### src/rtl/pc_sequencer_if.sv
// Fetch-stage redirect controls and program-counter / return-stack status.
// master drives the controls (decode/execute); slave is the sequencer.
interface pc_sequencer_if #(
  parameter int WIDTH = 16
);
  logic             w_enable;
  logic             br_taken;
  logic [WIDTH-1:0] br_offset;
  logic             jmp;
  logic             call;
  logic [WIDTH-1:0] jmp_target;
  logic             ret;
  logic [WIDTH-1:0] pc;
  logic [WIDTH-1:0] pc_next;
  logic             ras_empty;
  logic             ras_full;
  logic             ras_ovf;
  logic             ras_err;

  modport master (
    output w_enable, br_taken, br_offset, jmp, call, jmp_target, ret,
    input  pc, pc_next, ras_empty, ras_full, ras_ovf, ras_err
  );

  modport slave (
    input  w_enable, br_taken, br_offset, jmp, call, jmp_target, ret,
    output pc, pc_next, ras_empty, ras_full, ras_ovf, ras_err
  );
endinterface

### src/rtl/pc_sequencer.sv
// Program counter with branch/jump/call/return and a circular return-address stack.
// pc updates one edge after controls are sampled; w_enable=0 stalls all state.
module pc_sequencer #(
  parameter int               WIDTH     = 16,
  parameter int               STEP      = 2,
  parameter logic [WIDTH-1:0] RESET_VEC = '0,
  parameter int               RAS_DEPTH = 4
) (
  input logic            clk,
  input logic            rst,
  pc_sequencer_if.slave  bus
);

  localparam int               PW       = $clog2(RAS_DEPTH);
  localparam int               CW       = $clog2(RAS_DEPTH + 1);
  localparam logic [CW-1:0]    FULL_CNT = CW'(RAS_DEPTH);
  localparam logic [WIDTH-1:0] STEP_W   = WIDTH'(STEP);

  logic [WIDTH-1:0] pc_q;
  logic [WIDTH-1:0] ras_q [RAS_DEPTH];
  logic [PW-1:0]    top_q;
  logic [CW-1:0]    cnt_q;
  logic             ovf_q;
  logic             err_q;

  logic [WIDTH-1:0] seq_pc;
  logic [WIDTH-1:0] nxt;
  logic [PW-1:0]    top_inc;
  logic [PW-1:0]    top_dec;
  logic             empty;
  logic             full;
  logic             push;
  logic             pop;

  assign seq_pc  = pc_q + STEP_W;
  assign top_inc = top_q + 1'b1;
  assign top_dec = top_q - 1'b1;
  assign empty   = (cnt_q == '0);
  assign full    = (cnt_q == FULL_CNT);
  // ret takes precedence over call, so a ret cycle never pushes
  assign push    = bus.w_enable & ~bus.ret & bus.call;
  assign pop     = bus.w_enable & bus.ret;

  always_comb begin
    nxt = seq_pc;
    if (bus.ret) begin
      if (!empty) nxt = ras_q[top_q];
    end else if (bus.call || bus.jmp) begin
      nxt = bus.jmp_target;
    end else if (bus.br_taken) begin
      nxt = pc_q + bus.br_offset;
    end
  end

  always_ff @(posedge clk or posedge rst) begin
    if (rst) begin
      pc_q  <= RESET_VEC;
      top_q <= '0;
      cnt_q <= '0;
      ovf_q <= 1'b0;
      err_q <= 1'b0;
      for (int i = 0; i < RAS_DEPTH; i++) ras_q[i] <= '0;
    end else if (bus.w_enable) begin
      pc_q <= nxt;
      if (push) begin
        // when full, top_inc lands on the oldest entry and overwrites it
        top_q          <= top_inc;
        ras_q[top_inc] <= seq_pc;
        if (full) ovf_q <= 1'b1;
        else      cnt_q <= cnt_q + 1'b1;
      end else if (pop) begin
        if (empty) begin
          err_q <= 1'b1;
        end else begin
          top_q <= top_dec;
          cnt_q <= cnt_q - 1'b1;
        end
      end
    end
  end

  assign bus.pc        = pc_q;
  assign bus.pc_next   = nxt;
  assign bus.ras_empty = empty;
  assign bus.ras_full  = full;
  assign bus.ras_ovf   = ovf_q;
  assign bus.ras_err   = err_q;

endmodule

### src/flat_wrapper.sv
// flat-port wrapper written by rule: the top's interface ports become plain ports
module pc_sequencer_flat 
#(
  parameter int               WIDTH     = 16,
  parameter int               STEP      = 2,
  parameter logic [WIDTH-1:0] RESET_VEC = '0,
  parameter int               RAS_DEPTH = 4
)
  (clk, rst, bus_w_enable, bus_br_taken, bus_br_offset, bus_jmp, bus_call, bus_jmp_target, bus_ret, bus_pc, bus_pc_next, bus_ras_empty, bus_ras_full, bus_ras_ovf, bus_ras_err);
  pc_sequencer_if #(.WIDTH(WIDTH)) bus_i ();
  input logic clk;
  input logic rst;
  input wire logic [$bits(bus_i.w_enable)-1:0] bus_w_enable;
  input wire logic [$bits(bus_i.br_taken)-1:0] bus_br_taken;
  input wire logic [$bits(bus_i.br_offset)-1:0] bus_br_offset;
  input wire logic [$bits(bus_i.jmp)-1:0] bus_jmp;
  input wire logic [$bits(bus_i.call)-1:0] bus_call;
  input wire logic [$bits(bus_i.jmp_target)-1:0] bus_jmp_target;
  input wire logic [$bits(bus_i.ret)-1:0] bus_ret;
  output wire logic [$bits(bus_i.pc)-1:0] bus_pc;
  output wire logic [$bits(bus_i.pc_next)-1:0] bus_pc_next;
  output wire logic [$bits(bus_i.ras_empty)-1:0] bus_ras_empty;
  output wire logic [$bits(bus_i.ras_full)-1:0] bus_ras_full;
  output wire logic [$bits(bus_i.ras_ovf)-1:0] bus_ras_ovf;
  output wire logic [$bits(bus_i.ras_err)-1:0] bus_ras_err;
  assign bus_i.w_enable = bus_w_enable;
  assign bus_i.br_taken = bus_br_taken;
  assign bus_i.br_offset = bus_br_offset;
  assign bus_i.jmp = bus_jmp;
  assign bus_i.call = bus_call;
  assign bus_i.jmp_target = bus_jmp_target;
  assign bus_i.ret = bus_ret;
  assign bus_pc = bus_i.pc;
  assign bus_pc_next = bus_i.pc_next;
  assign bus_ras_empty = bus_i.ras_empty;
  assign bus_ras_full = bus_i.ras_full;
  assign bus_ras_ovf = bus_i.ras_ovf;
  assign bus_ras_err = bus_i.ras_err;
  pc_sequencer #(.WIDTH(WIDTH), .STEP(STEP), .RESET_VEC(RESET_VEC), .RAS_DEPTH(RAS_DEPTH)) u_core (.clk(clk), .rst(rst), .bus(bus_i));
endmodule
### config.mk
export PLATFORM = sky130hd
export DESIGN_NAME = pc_sequencer_flat
export DESIGN_NICKNAME = d
export VERILOG_FILES = /design/src/rtl/pc_sequencer_if.sv /design/src/rtl/pc_sequencer.sv /design/src/flat_wrapper.sv
export SDC_FILE = /design/constraint.sdc
export NUM_CORES = 1
export LEC_CHECK = 0
export BUFFER_PORTS_ARGS = -buffer_cell sky130_fd_sc_hd__buf_2
export CAP_MARGIN = 25
export CORE_ASPECT_RATIO = 0.7
export CORE_MARGIN = 2
export CORE_UTILIZATION = 50
export CTS_BUF_LIST = sky130_fd_sc_hd__clkbuf_8 sky130_fd_sc_hd__clkbuf_16
export DETAILED_ROUTE_END_ITERATION = 6
export GPL_TIMING_DRIVEN = 1
export PLACE_DENSITY = 0.74
export SLEW_MARGIN = 25
export SYNTH_ARGS = -nofsm -noshare
export SYNTH_HDL_FRONTEND = slang
export SYNTH_SLANG_ARGS = --single-unit
### constraint.sdc
create_clock -name clk -period 3.1 [get_ports clk]
set_input_delay 0.31 -clock clk [delete_from_list [all_inputs] [get_ports clk]]
set_output_delay 0.31 -clock clk [all_outputs]
set_load 0.02 [all_outputs]
After elaboration in Yosys (flattened, before gate mapping)

Index checks and enable logic that the tools add are counted.
Widths: inputs -> output; s select.

Register bits after elaboration: 87
Input bits: 39
Output and inout bits: 36
Word-level logic and storage cells: 54

$add $sub $neg: 6
Magnitude comparators: 3
Equality and inequality tests: 3
Mux-type cells: 17
Bitwise operators: 7
Reduce and logical (&&, ||, !) cells: 9

Operators with widths:

| operator              | number |
|---|---|
| $mux 16               | 7 |
| $bwmux 64             | 1 |
| $bmux 16 s2           | 1 |
| $demux 16 s2          | 1 |
| $add 16x16->16        | 1 |
| $add 16x2->16 const B | 1 |
| $mux 3                | 4 |
| $reduce_and 4->1      | 2 |
| $ge 3x3->1 const B    | 2 |
| $mux 2                | 3 |
| $not 2->3             | 2 |
| $reduce_and 3->1      | 2 |
| $add 3x1->3 const B   | 1 |
| $and 1x1->1           | 3 |
| $eq 3x3->1 const B    | 1 |
| $logic_not 3->1       | 1 |
| $lt 3x1->1 const B    | 1 |
| $sub 3x1->3 const B   | 1 |
| $add 2x1->2 const B   | 1 |
| $ne 2x1->1 const B    | 1 |
| $ne 2x2->1 const B    | 1 |
| $not 1->1             | 2 |
| $reduce_and 2->1      | 1 |
| $reduce_bool 2->1     | 1 |
| other kinds (3)       | 3 |

Logic depth before layout (Yosys ltp)

Gate-level depths: netlist (run 1).

Word-level depth: 7
Gate-level depth with buffers: 9
Depth with buffers taken out: 9

Worst setup path after synthesis (run 1)

No wires, ideal clock.

Path kind: reg2out
From: reg u_core.pc_q[1] (netlist: u_core.bus.pc[1])
To: out bus_pc_next[7]
Arrival time: 2.509 ns
Data required time: 2.790 ns
Slack: 0.281 ns
Cell stages (with the launch flop): 9
Buffers on the path: 0
Cell sequence: dfrtp_1 ha_1 a211oi_1 o21bai_1 a2111oi_0 or4_1 nand3_1 a221oi_1 a21oi_1

Longest elaborated chain between the ends: 4
Elaborated cells on any way between the ends: 6
Classes of those cells: add/sub (2); mux (4)

Ends and longest elaborated chain:

| item                                                   | RTL line                               | text |
|---|---|---|
| start: declaration                                     | pc_sequencer.sv:19                     | `logic [WIDTH-1:0] pc_q;` |
| start signal: assignment                               | pc_sequencer.sv:64                     | `pc_q <= nxt;` |
| $add 16x2->16 / $add 16x16->16 (equally long branches) | pc_sequencer.sv:35, pc_sequencer.sv:51 |  |
| $mux 16                                                | pc_sequencer.sv:50                     | `end else if (bus.br_taken) begin` |
| $mux 16                                                | pc_sequencer.sv:48                     | `end else if (bus.call \|\| bus.jmp) begin` |
| $mux 16 (*)                                            | pc_sequencer.sv:46                     | `if (bus.ret) begin` |
| end: declaration                                       | flat_wrapper.sv:21                     | `output wire logic [$bits(bus_i.pc_next)-1:0] bus_pc_next;` |

Every way passes the cells marked *; elsewhere a longest branch is shown, timed or not.

Final worst setup path (run 1)

From: reg u_core.pc_q[0] (netlist: u_core.bus.pc[0])
To: out bus_pc_next[10]

The elaborated chain is that of the path after synthesis.

==> results.json, run 1 <==
{
  "grt_max_degree": 51,
  "drc": 0,
  "areaGrowthSynthToFinish_pct": 21.73,
  "swShare_pct": 44.30,
  "pwr-share-comb_pct": 54.9,
  "grt_pass1_wl_um": 24470,
  "p_clk_share_pct": 14.8,
  "cp.required_ps": 2790,
  "period_minus_slack_ps": 3121,
  "cts_tree": "done",
  "overflow": 0,
  "synthTopCellsByCount": "nand2_1 (105), dfrtp_1 (87), o21ai_0 (81), nor2_1 (37), clkbuf_1 (28)",
  "slew_headroom_pct": 44.09,
  "synthCells": 577,
  "tightest_slew_ps": 836.6,
  "p_sw_w": 0.003037,
  "rows": 31,
  "criticalPathCategory": "flip-flop to output port",
  "p_seq_share_pct": 30.3,
  "io_pins": 75,
  "globalRouteMet2Util_pct": 42.34,
  "antenna_found_initial": 0,
  "cts.sinks": 87,
  "drt_first_pass_iters": 5,
  "dp_hpwl_um": 10760,
  "dp_worst_setup_slack_ps": 145.8,
  "synth_area_mm2": 0.005343,
  "ant_nets": 0,
  "use_met1_pct": 37.88,
  "top_usage_layer": "met2",
  "cts_buffer_depth": 2,
  "syn-num-nets": 638,
  "yosys.area.top_type": "dfrtp_1",
  "ys_seq_elements": 87,
  "diodes": 0,
  "synth_top_area_share_pct": 40.75,
  "avgSynthCellArea_um2": 9.259,
  "placed_cells": 776,
  "instances_no_fill": 799,
  "nFillCells": 823,
  "core_mm2": 0.01036,
  "ys.flop_type": "dfrtp_1",
  "fp.dieW_um": 127.6,
  "synth-edff-count": 0,
  "wl_per_cell_um": 19.24,
  "synthDistinctLibCells": 57,
  "clock.fmax_ghz": 0.3204,
  "grt.total_usage_pct": 26.88,
  "fin_crit_sh_pct": 100.7,
  "rsz0062_at_grt": "true",
  "async_flop_share_pct": 100.0,
  "routed_wl_um": 15370,
  "yosys_warnings": 0,
  "internal_power_w": 0.003818,
  "whs_ps": 285.8,
  "met3_usage_pct": 7.227,
  "synthTopCellsByArea": "dfrtp_1 (41%), o21ai_0 (7.6%), nand2_1 (7.4%)",
  "gp_congestion": 0.9704,
  "finClkSkew_ps": 6.342,
  "h-tree-depth": 3,
  "violations": "setup timing",
  "drt_iter0_markers": 511,
  "die-height_um": 90.49,
  "cts_root_buf": "clkbuf_16",
  "via_per_inst": 6.200,
  "cap_viol_max_count": 0,
  "grt_pass1_vias": 4818,
  "hold_viol": 0,
  "cts.clk_slew.worst_paths_ps": 60,
  "vias": 4954,
  "numCtsBuffers": 9,
  "startpoint_type": "flip-flop",
  "min_path_type": "primary input to flip-flop",
  "fin_nets": 723,
  "cp_max_fo": 3,
  "final_layout_size_suffix_gt1_share_pct": 29.39,
  "endpoint_kind": "output port",
  "p_leak_nw": 2.959,
  "fin_ws_ps": -20.87,
  "slew_violations": 0,
  "powerDensity_mw_per_mm2": 1054,
  "yosysSeqAreaShare_pct": 40.75,
  "critPathArrivalTime_ps": 2810,
  "setup_viol_count_final": 1,
  "initial_core_util_pct": 51.59,
  "dieArea_mm2": 0.01154,
  "portBuffers": 74,
  "yosysMostFrequentCell": "nand2_1",
  "outcome": "finished, violations left",
  "ir_drop_mv": 0.6216,
  "clk_latency_ps": 350
}
[cells in the final DEF, fill, tap and decap left out, drive strengths merged, types with 4 or more instances in the layout]
cell type	n
buf	107
nor2	37
dfrtp	87
nand2	106
a21oi	20
o31ai	4
a31oi	7
o22ai	6
mux2	20
nor3	9
ha	20
a21o	9
clkbuf	9
a211oi	15
clkinv	7
inv	11
o211ai	5
o21ai	84
nand4	9
mux4	16
nand3	8
xnor2	15
xor2	11
[final timing paths]
check / from / endpoint / slack (ps) / cells after the start
max in group asynchronous: rst / u_core.bus.pc[1]$_DFFE_PP0P_ / 1850 / 5
min in group asynchronous: rst / u_core.ras_q[60]$_DFFE_PP0P_ / 460 / 3
worst min register to register: u_core.bus.ras_ovf$_DFFE_PP0P_ / u_core.bus.ras_ovf$_DFFE_PP0P_ / 450 / 1
worst max register to register: u_core.bus.pc[0]$_DFFE_PP0P_ / u_core.bus.pc[6]$_DFFE_PP0P_ / 570 / 10
worst max-delay path: u_core.bus.pc[0]$_DFFE_PP0P_ / bus_pc_next[10] / -20 / 10
worst min-delay path: bus_call / u_core.top_q[1]$_DFFE_PP0P_ / 290 / 4
[stage by stage]
stage	util (%)	power [W]	setup TNS [ps]	instance area [um2]
2_1_floorplan	-	0.004394	0	5343
3_3_place_gp	57.55	0.005361	0	5959
3_5_place_dp	57.55	0.005487	0	5959
4_1_cts	61.11	0.006615	0	6329
5_1_grt	62.80	0.007276	-89.20	6504
6_report	62.80	0.006855	-20.87	6504
[cell families after synthesis]
group                      share of synthesized area [%]
muxes                                              11.52
xor gates and xnor gates                           4.262
and+or+nand+nor                                    15.15
buffers and inverters                              3.513
AOI/OAI and AO/OA                                  19.37
DFF                                                40.75
adders and majority gates                          5.433
[power groups by stage]
stage	Sequential [W]	Clock [W]	Combinational, W
floorplan	0.00211	0	0.00228
finish	0.00208	0.00101	0.00377
global placement	0.00203	0	0.00333
global route	0.00214	0.00108	0.00405
CTS	0.00205	0.00103	0.00354
detailed placement	0.00207	0	0.00342
[state kept, by name (all words and copies together) (netlist names)]
signal / count
u_core.top_q: 2
u_core.bus.ras_ovf: 1
u_core.bus.pc: 16
u_core.ras_q: 64
u_core.bus.ras_err: 1
u_core.cnt_q: 3
[routing by layer]
metal  vias up  share of wire (%)
li1       2248                  -
met1      2414                 44
met2       265                 46
met3        27                9.5
met4         0                1.3
met5         -                  0
[timing repair]
item | CTS | global route
hold buffers | 0 | 1
setup endpoints to repair | 4 | 8
gates cloned | 0 | 0
resized for setup | 17 | 19
pin swaps | 4 | 12
endpoints found under the hold margin | 0 | 19
buffers inserted | 1 | 4
[area by class of cell]
| type | count | area, um2 | area share, % |
|---|---|---|---|
| inverters | 14 | 53.80 | 0.8272 |
| well taps | 132 | 165.2 | 2.539 |
| flip-flops and latches | 87 | 2178 | 33.49 |
| clock inverters | 7 | 50.05 | 0.7695 |
| repair buffers | 108 | 659.4 | 10.14 |
| multi-input cells | 442 | 3172 | 48.77 |
| clock buffers | 9 | 225.2 | 3.463 |
[critical path: stages (launching register included)]
cell,delay [ps]
dfrtp_1,410
ha_4,180
fa_2,370
a21o_1,190
nand4_1,170
a211oi_2,110
or3_4,390
a31oi_4,220
o21ai_2,80
o21a_1,200
buf_6,130
Note: power is estimated with default switching activity, not from simulation.
==> inputs of run 2 (changes only) <==
- CORE_UTILIZATION: 50 -> 58
- PLACE_DENSITY: 0.74 -> 0.84
==> results.json, run 2 (synthesis gave the netlist of run 1 again) <==
{
  "violations": "setup timing",
  "clock.fmax_ghz": 0.3197,
  "areaGrowthSynthToFinish_pct": 22.13,
  "routed_wl_um": 15480,
  "multiInputGateArea_mm2": 0.003149,
  "fp.dieW_um": 118.7,
  "fin_crit_sh_pct": 100.9,
  "die-height_um": 84.30,
  "p_clk_share_pct": 16.8,
  "final_cell_area_mm2": 0.006525,
  "internal_power_w": 0.003998,
  "initial_core_util_pct": 59.37,
  "p_sw_w": 0.003077,
  "numCtsBuffers": 9,
  "swShare_pct": 43.48,
  "p_leak_nw": 2.987,
  "fin_ws_ps": -27.59,
  "crit_path_cell_trace": "ha_4, fa_2, a21o_1, nand4_1, a211oi_2, or3_4, a31oi_4, o21ai_2, o21a_1, buf_6",
  "crit_cells": 10,
  "tightest_slew_ps": 660.2,
  "grt_pass1_wl_um": 25050,
  "overflow": 0,
  "seqCellArea_mm2": 0.002177,
  "criticalPathCategory": "flip-flop to output port",
  "critical_path_buf_inv_count": 1,
  "max_flop_register": "u_core.ras_q",
  "wl_per_cell_um": 19.54,
  "p_seq_share_pct": 28.8,
  "rr_startpoint": "u_core.bus.pc[0]$_DFFE_PP0P_",
  "drt_first_pass_iters": 5,
  "final_cell_mix": "nand2_1 (105), dfrtp_1 (87), o21ai_0 (79), buf_2 (72), nor2_1 (37)",
  "grt.total_usage_pct": 31.60,
  "startpoint": "u_core.bus.pc[0]$_DFFE_PP0P_",
  "portBuffers": 74,
  "cp_top_family": "compound AO/OA/AOI/OAI gates",
  "slew_violations": 0,
  "via_per_inst": 6.426,
  "worstRegToRegCells": 10,
  "startpoint_type": "flip-flop",
  "cp.required_ps": 2790,
  "finClkSkew_ps": 9.138,
  "dieArea_mm2": 0.01001,
  "cts.sinks": 87,
  "final_layout_size_suffix_gt1_share_pct": 29.19,
  "ant_nets": 0,
  "cts.clk_slew.worst_paths_ps": 60,
  "vias": 5089,
  "endpoint_kind": "output port",
  "clk_latency_ps": 340,
  "cts_buffer_depth": 2,
  "grt_max_degree": 55,
  "cap_viol_max_count": 0,
  "setup_viol_count_final": 2,
  "outcome": "finished, violations left",
  "rsz0062_at_grt": "true",
  "cts_hold_buf": 0,
  "hold_viol": 0,
  "diodes": 0,
  "pwr-share-comb_pct": 54.4,
  "placed_cell_area_mm2": 0.005964,
  "grt_pass1_vias": 5148,
  "cts_root_buf": "clkbuf_16",
  "powerDensity_mw_per_mm2": 1084,
  "critPathArrivalTime_ps": 2820,
  "drt_iter0_markers": 542,
  "fin_nets": 724,
  "nFillCells": 664,
  "dp_hpwl_um": 10960,
  "cp_max_fo": 2,
  "whs_ps": 32.35,
  "period_minus_slack_ps": 3128,
  "critical-path-max-stage-delay_ps": 400,
  "io_pins": 75,
  "h-tree-depth": 3,
  "layout.cells.most_common": "nand2_1",
  "min_path_type": "primary input to asynchronous set/reset pin",
  "critPathSlowestCell": "dfrtp_1",
  "slew_headroom_pct": 55.93,
  "rows": 29,
  "largest_register_ffs": 64,
  "core_mm2": 0.008999,
  "ir_drop_mv": 0.7668,
  "cts_tree": "done",
  "gp_congestion": 0.9517,
  "antenna_found_initial": 0,
  "drc": 0
}
==> run 2: path summary, 6_finish.rpt <==
path                                                        to  slack [ps]
worst max-delay path                           bus_pc_next[10]         -30
worst min register to register  u_core.bus.ras_err$_DFFE_PP0P_         470
max in group asynchronous         u_core.ras_q[52]$_DFFE_PP0P_        2350
worst min-delay path               u_core.cnt_q[0]$_DFFE_PP0P_          30
min in group clk                  u_core.bus.pc[7]$_DFFE_PP0P_         300
worst max register to register    u_core.bus.pc[6]$_DFFE_PP0P_         530
==> run 2: layer usage <==
metal,routed length [um],global-route usage [%],vias to the layer above
met2,7415,52.14,339
met5,0,0,-
met1,5962,40.71,2451
met4,355,10.50,0
li1,-,-,2248
met3,1742,8.696,51
==> run 2: what timing repair did <==
| item | 4_1_cts | 5_1_grt |
|---|---|---|
| resized for setup | 18 | 18 |
| setup endpoints to repair | 4 | 7 |
| pin swaps | 9 | 8 |
| buffers inserted | 3 | 3 |
==> run 2: worst register-to-register path, cell delays in order, from the launching register on <==
cell,delay [ps]
dfrtp_1,400
ha_4,180
fa_2,360
a21o_1,220
nand4_1,190
buf_4,160
nand2_1,90
xor2_1,170
a211oi_1,230
o22ai_1,160
mux2_2,290
==> run 2: power groups by stage <==
stage | logic (W) | registers [W] | clock network, W
after floorplan | 0.00228 | 0.00211 | 0
after global placement | 0.00336 | 0.00198 | 0
after detailed placement | 0.00349 | 0.00203 | 0
after CTS | 0.00363 | 0.00202 | 0.00120
after global routing | 0.00416 | 0.00209 | 0.00124
final | 0.00385 | 0.00204 | 0.00119
==> run 2: area by class of cell <==
class | count | area share [%]
Clock buffer | 10 | 3.663
Clock inverter | 6 | 1.419
Inverter | 14 | 0.8245
Multi-Input combinational cell | 442 | 48.26
Sequential cell | 87 | 33.37
Tap cell | 124 | 2.378
Timing Repair Buffer | 109 | 10.09
==> run 2: stage by stage <==
step / TNS (ps) / total power, W / setup WS, ps / cells / utilization (%)
finish: -32.45 / 0.007075 / -27.59 / 792 / 72.51
global route: -170.1 / 0.007498 / -80.49 / 792 / 72.51
CTS: 0 / 0.006853 / 0.9450 / 789 / 71.27
detailed placement: 0 / 0.005516 / 53.85 / 770 / 66.28
global placement: 0 / 0.005340 / 194.2 / 770 / 66.28
floorplan: 0 / 0.004394 / 281.1 / 577 / -
==> inputs of run 3 (changes only) <==
- CELL_PAD_IN_SITES_DETAIL_PLACEMENT: default -> 1
- CELL_PAD_IN_SITES_GLOBAL_PLACEMENT: default -> 1
- CORE_UTILIZATION: 58 -> 44
- PLACE_DENSITY: 0.84 -> 0.83
==> results.json, run 3 (synthesis gave the netlist of run 1 again) <==
{
  "outcome": "finished, violations left",
  "violations": "setup timing",
  "grt_max_degree": 47,
  "cap_viol_max_count": 0,
  "cts_buffer_depth": 2,
  "critical-path-max-stage-delay_ps": 420,
  "grt.total_usage_pct": 30.40,
  "h-tree-depth": 3,
  "finClkSkew_ps": 7.819,
  "critPathSlowestCell": "dfrtp_1",
  "cts.clk_slew.worst_paths_ps": 70,
  "cts_root_buf": "clkbuf_16",
  "fin_nets": 733,
  "areaGrowthSynthToFinish_pct": 25.48,
  "setup_viol_count_final": 5,
  "gp_congestion": 0.9420,
  "final_layout_size_suffix_gt1_share_pct": 30.72,
  "rr_startpoint": "u_core.bus.pc[0]$_DFFE_PP0P_",
  "fp.dieW_um": 135.7,
  "rows": 33,
  "cp_max_fo": 3,
  "crit_top_cell": "a211oi_2",
  "numCtsBuffers": 9,
  "ff2ff_setup_slack_ps": 480,
  "drt_first_pass_iters": 7,
  "vias": 5216,
  "wl_per_cell_um": 24.03,
  "clock.fmax_ghz": 0.3135,
  "cp.required_ps": 2790,
  "slew_violations": 0,
  "powerDensity_mw_per_mm2": 1140,
  "cts.sinks": 87,
  "critPathArrivalTime_ps": 2880,
  "clk_latency_ps": 350,
  "io_pins": 75,
  "slew_headroom_pct": 44.47,
  "dp_hpwl_um": 12930,
  "grt_pass1_vias": 5423,
  "die-height_um": 96.20,
  "startpoint_type": "flip-flop",
  "rsz0062_at_grt": "true",
  "diodes": 0,
  "final_cell_mix": "nand2_1 (105), dfrtp_1 (86), o21ai_0 (79), buf_2 (72), buf_4 (43)",
  "setup_tns_ps": -348.9,
  "r2r-end": "u_core.bus.pc[10]$_DFFE_PP0P_",
  "p_leak_nw": 3.060,
  "drt_iter0_markers": 417,
  "tightest_slew_ps": 832.1,
  "layout.cells.most_common": "nand2_1",
  "criticalPathCategory": "flip-flop to output port",
  "core_mm2": 0.01177,
  "fin_ws_ps": -89.56,
  "antenna_found_initial": 0,
  "whs_ps": 104.2,
  "endpoint_kind": "output port",
  "portBuffers": 74,
  "largest_register_ffs": 64,
  "grt_pass1_wl_um": 29910,
  "cts_tree": "done",
  "via_per_inst": 6.254,
  "dieArea_mm2": 0.01305,
  "final_util_pct": 56.97,
  "routed_wl_um": 20040,
  "hold_viol": 0,
  "ir_drop_mv": 0.5343,
  "min_path_type": "primary input to asynchronous set/reset pin",
  "cts_hold_buf": 0,
  "dp_worst_setup_slack_ps": 93.84,
  "critical_path_buf_inv_count": 1,
  "crit_path_cell_trace": "ha_1, a211oi_2, o21ai_2, a211oi_2, xor2_1, nor2_1, o22ai_1, mux2i_1, buf_2",
  "fin_crit_sh_pct": 102.9,
  "ant_nets": 0,
  "max_flop_register": "u_core.ras_q",
  "worstRegToRegCells": 10,
  "period_minus_slack_ps": 3190,
  "cp_top_family": "compound AO/OA/AOI/OAI gates",
  "overflow": 0,
  "drc": 0,
  "initial_core_util_pct": 45.40
}
-- run 3: where the power goes --
part,switching (W),internal [W]
Sequential,0.000476,0.00165
Clock,0.000490,0.000956
Combinational,0.00239,0.00168
-- run 3: layout make-up --
cell class | count | area [um2]
flip-flops and latches | 87 | 2178
clock inverters | 7 | 167.7
well taps | 157 | 196.4
multi-input cells | 442 | 3157
clock buffers | 9 | 225.2
repair buffers | 118 | 725.7
inverters | 14 | 53.80
fillers | 1378 | 5064
-- run 3: how the worst max path moves through the flow --
stage	start	slack [ps]	cells after the start	to
after floorplan	u_core.bus.pc[1]$_DFFE_PP0P_	280	8	bus_pc_next[7]
after global placement	bus_br_offset[0]	200	11	bus_pc_next[10]
after detailed placement	bus_br_offset[1]	90	10	bus_pc_next[7]
after CTS	u_core.bus.pc[1]$_DFFE_PP0P_	-0.4	9	bus_pc_next[7]
after global routing	u_core.bus.pc[1]$_DFFE_PP0P_	-150	9	bus_pc_next[7]
final	u_core.bus.pc[1]$_DFFE_PP0P_	-90	9	bus_pc_next[9]
-- run 3: worst register-to-register path, delay by kind of cell, from the launching register on --
family | cells | cell delay (ps)
flops | 1 | 420
fa+ha+maj | 2 | 560
compound gates | 5 | 810
simple gates | 2 | 560
buf+inv | 1 | 150
-- run 3: layer usage --
layer	global-route usage (%)	share of wire, %	up-vias
met5	0	0	-
li1	-	-	2273
met3	5.582	6.3	55
met2	51.35	49	246
met1	40.15	42	2642
met4	9.462	3.2	0
-- run 3: per-stage QoR --
step / power [W] / cell area (um2) / instances
after global placement: 0.005415 / 6013 / 804
after global routing: 0.008051 / 6704 / 834
final: 0.007642 / 6704 / 834
after floorplan: 0.004394 / 5343 / 577
after detailed placement: 0.005642 / 6013 / 804
after CTS: 0.007303 / 6540 / 824
-- run 3: what timing repair did --
item	in CTS	in global routing
buffers inserted	4	10
endpoints found under the setup margin	5	12
pin swaps	7	14
resized for setup	20	19
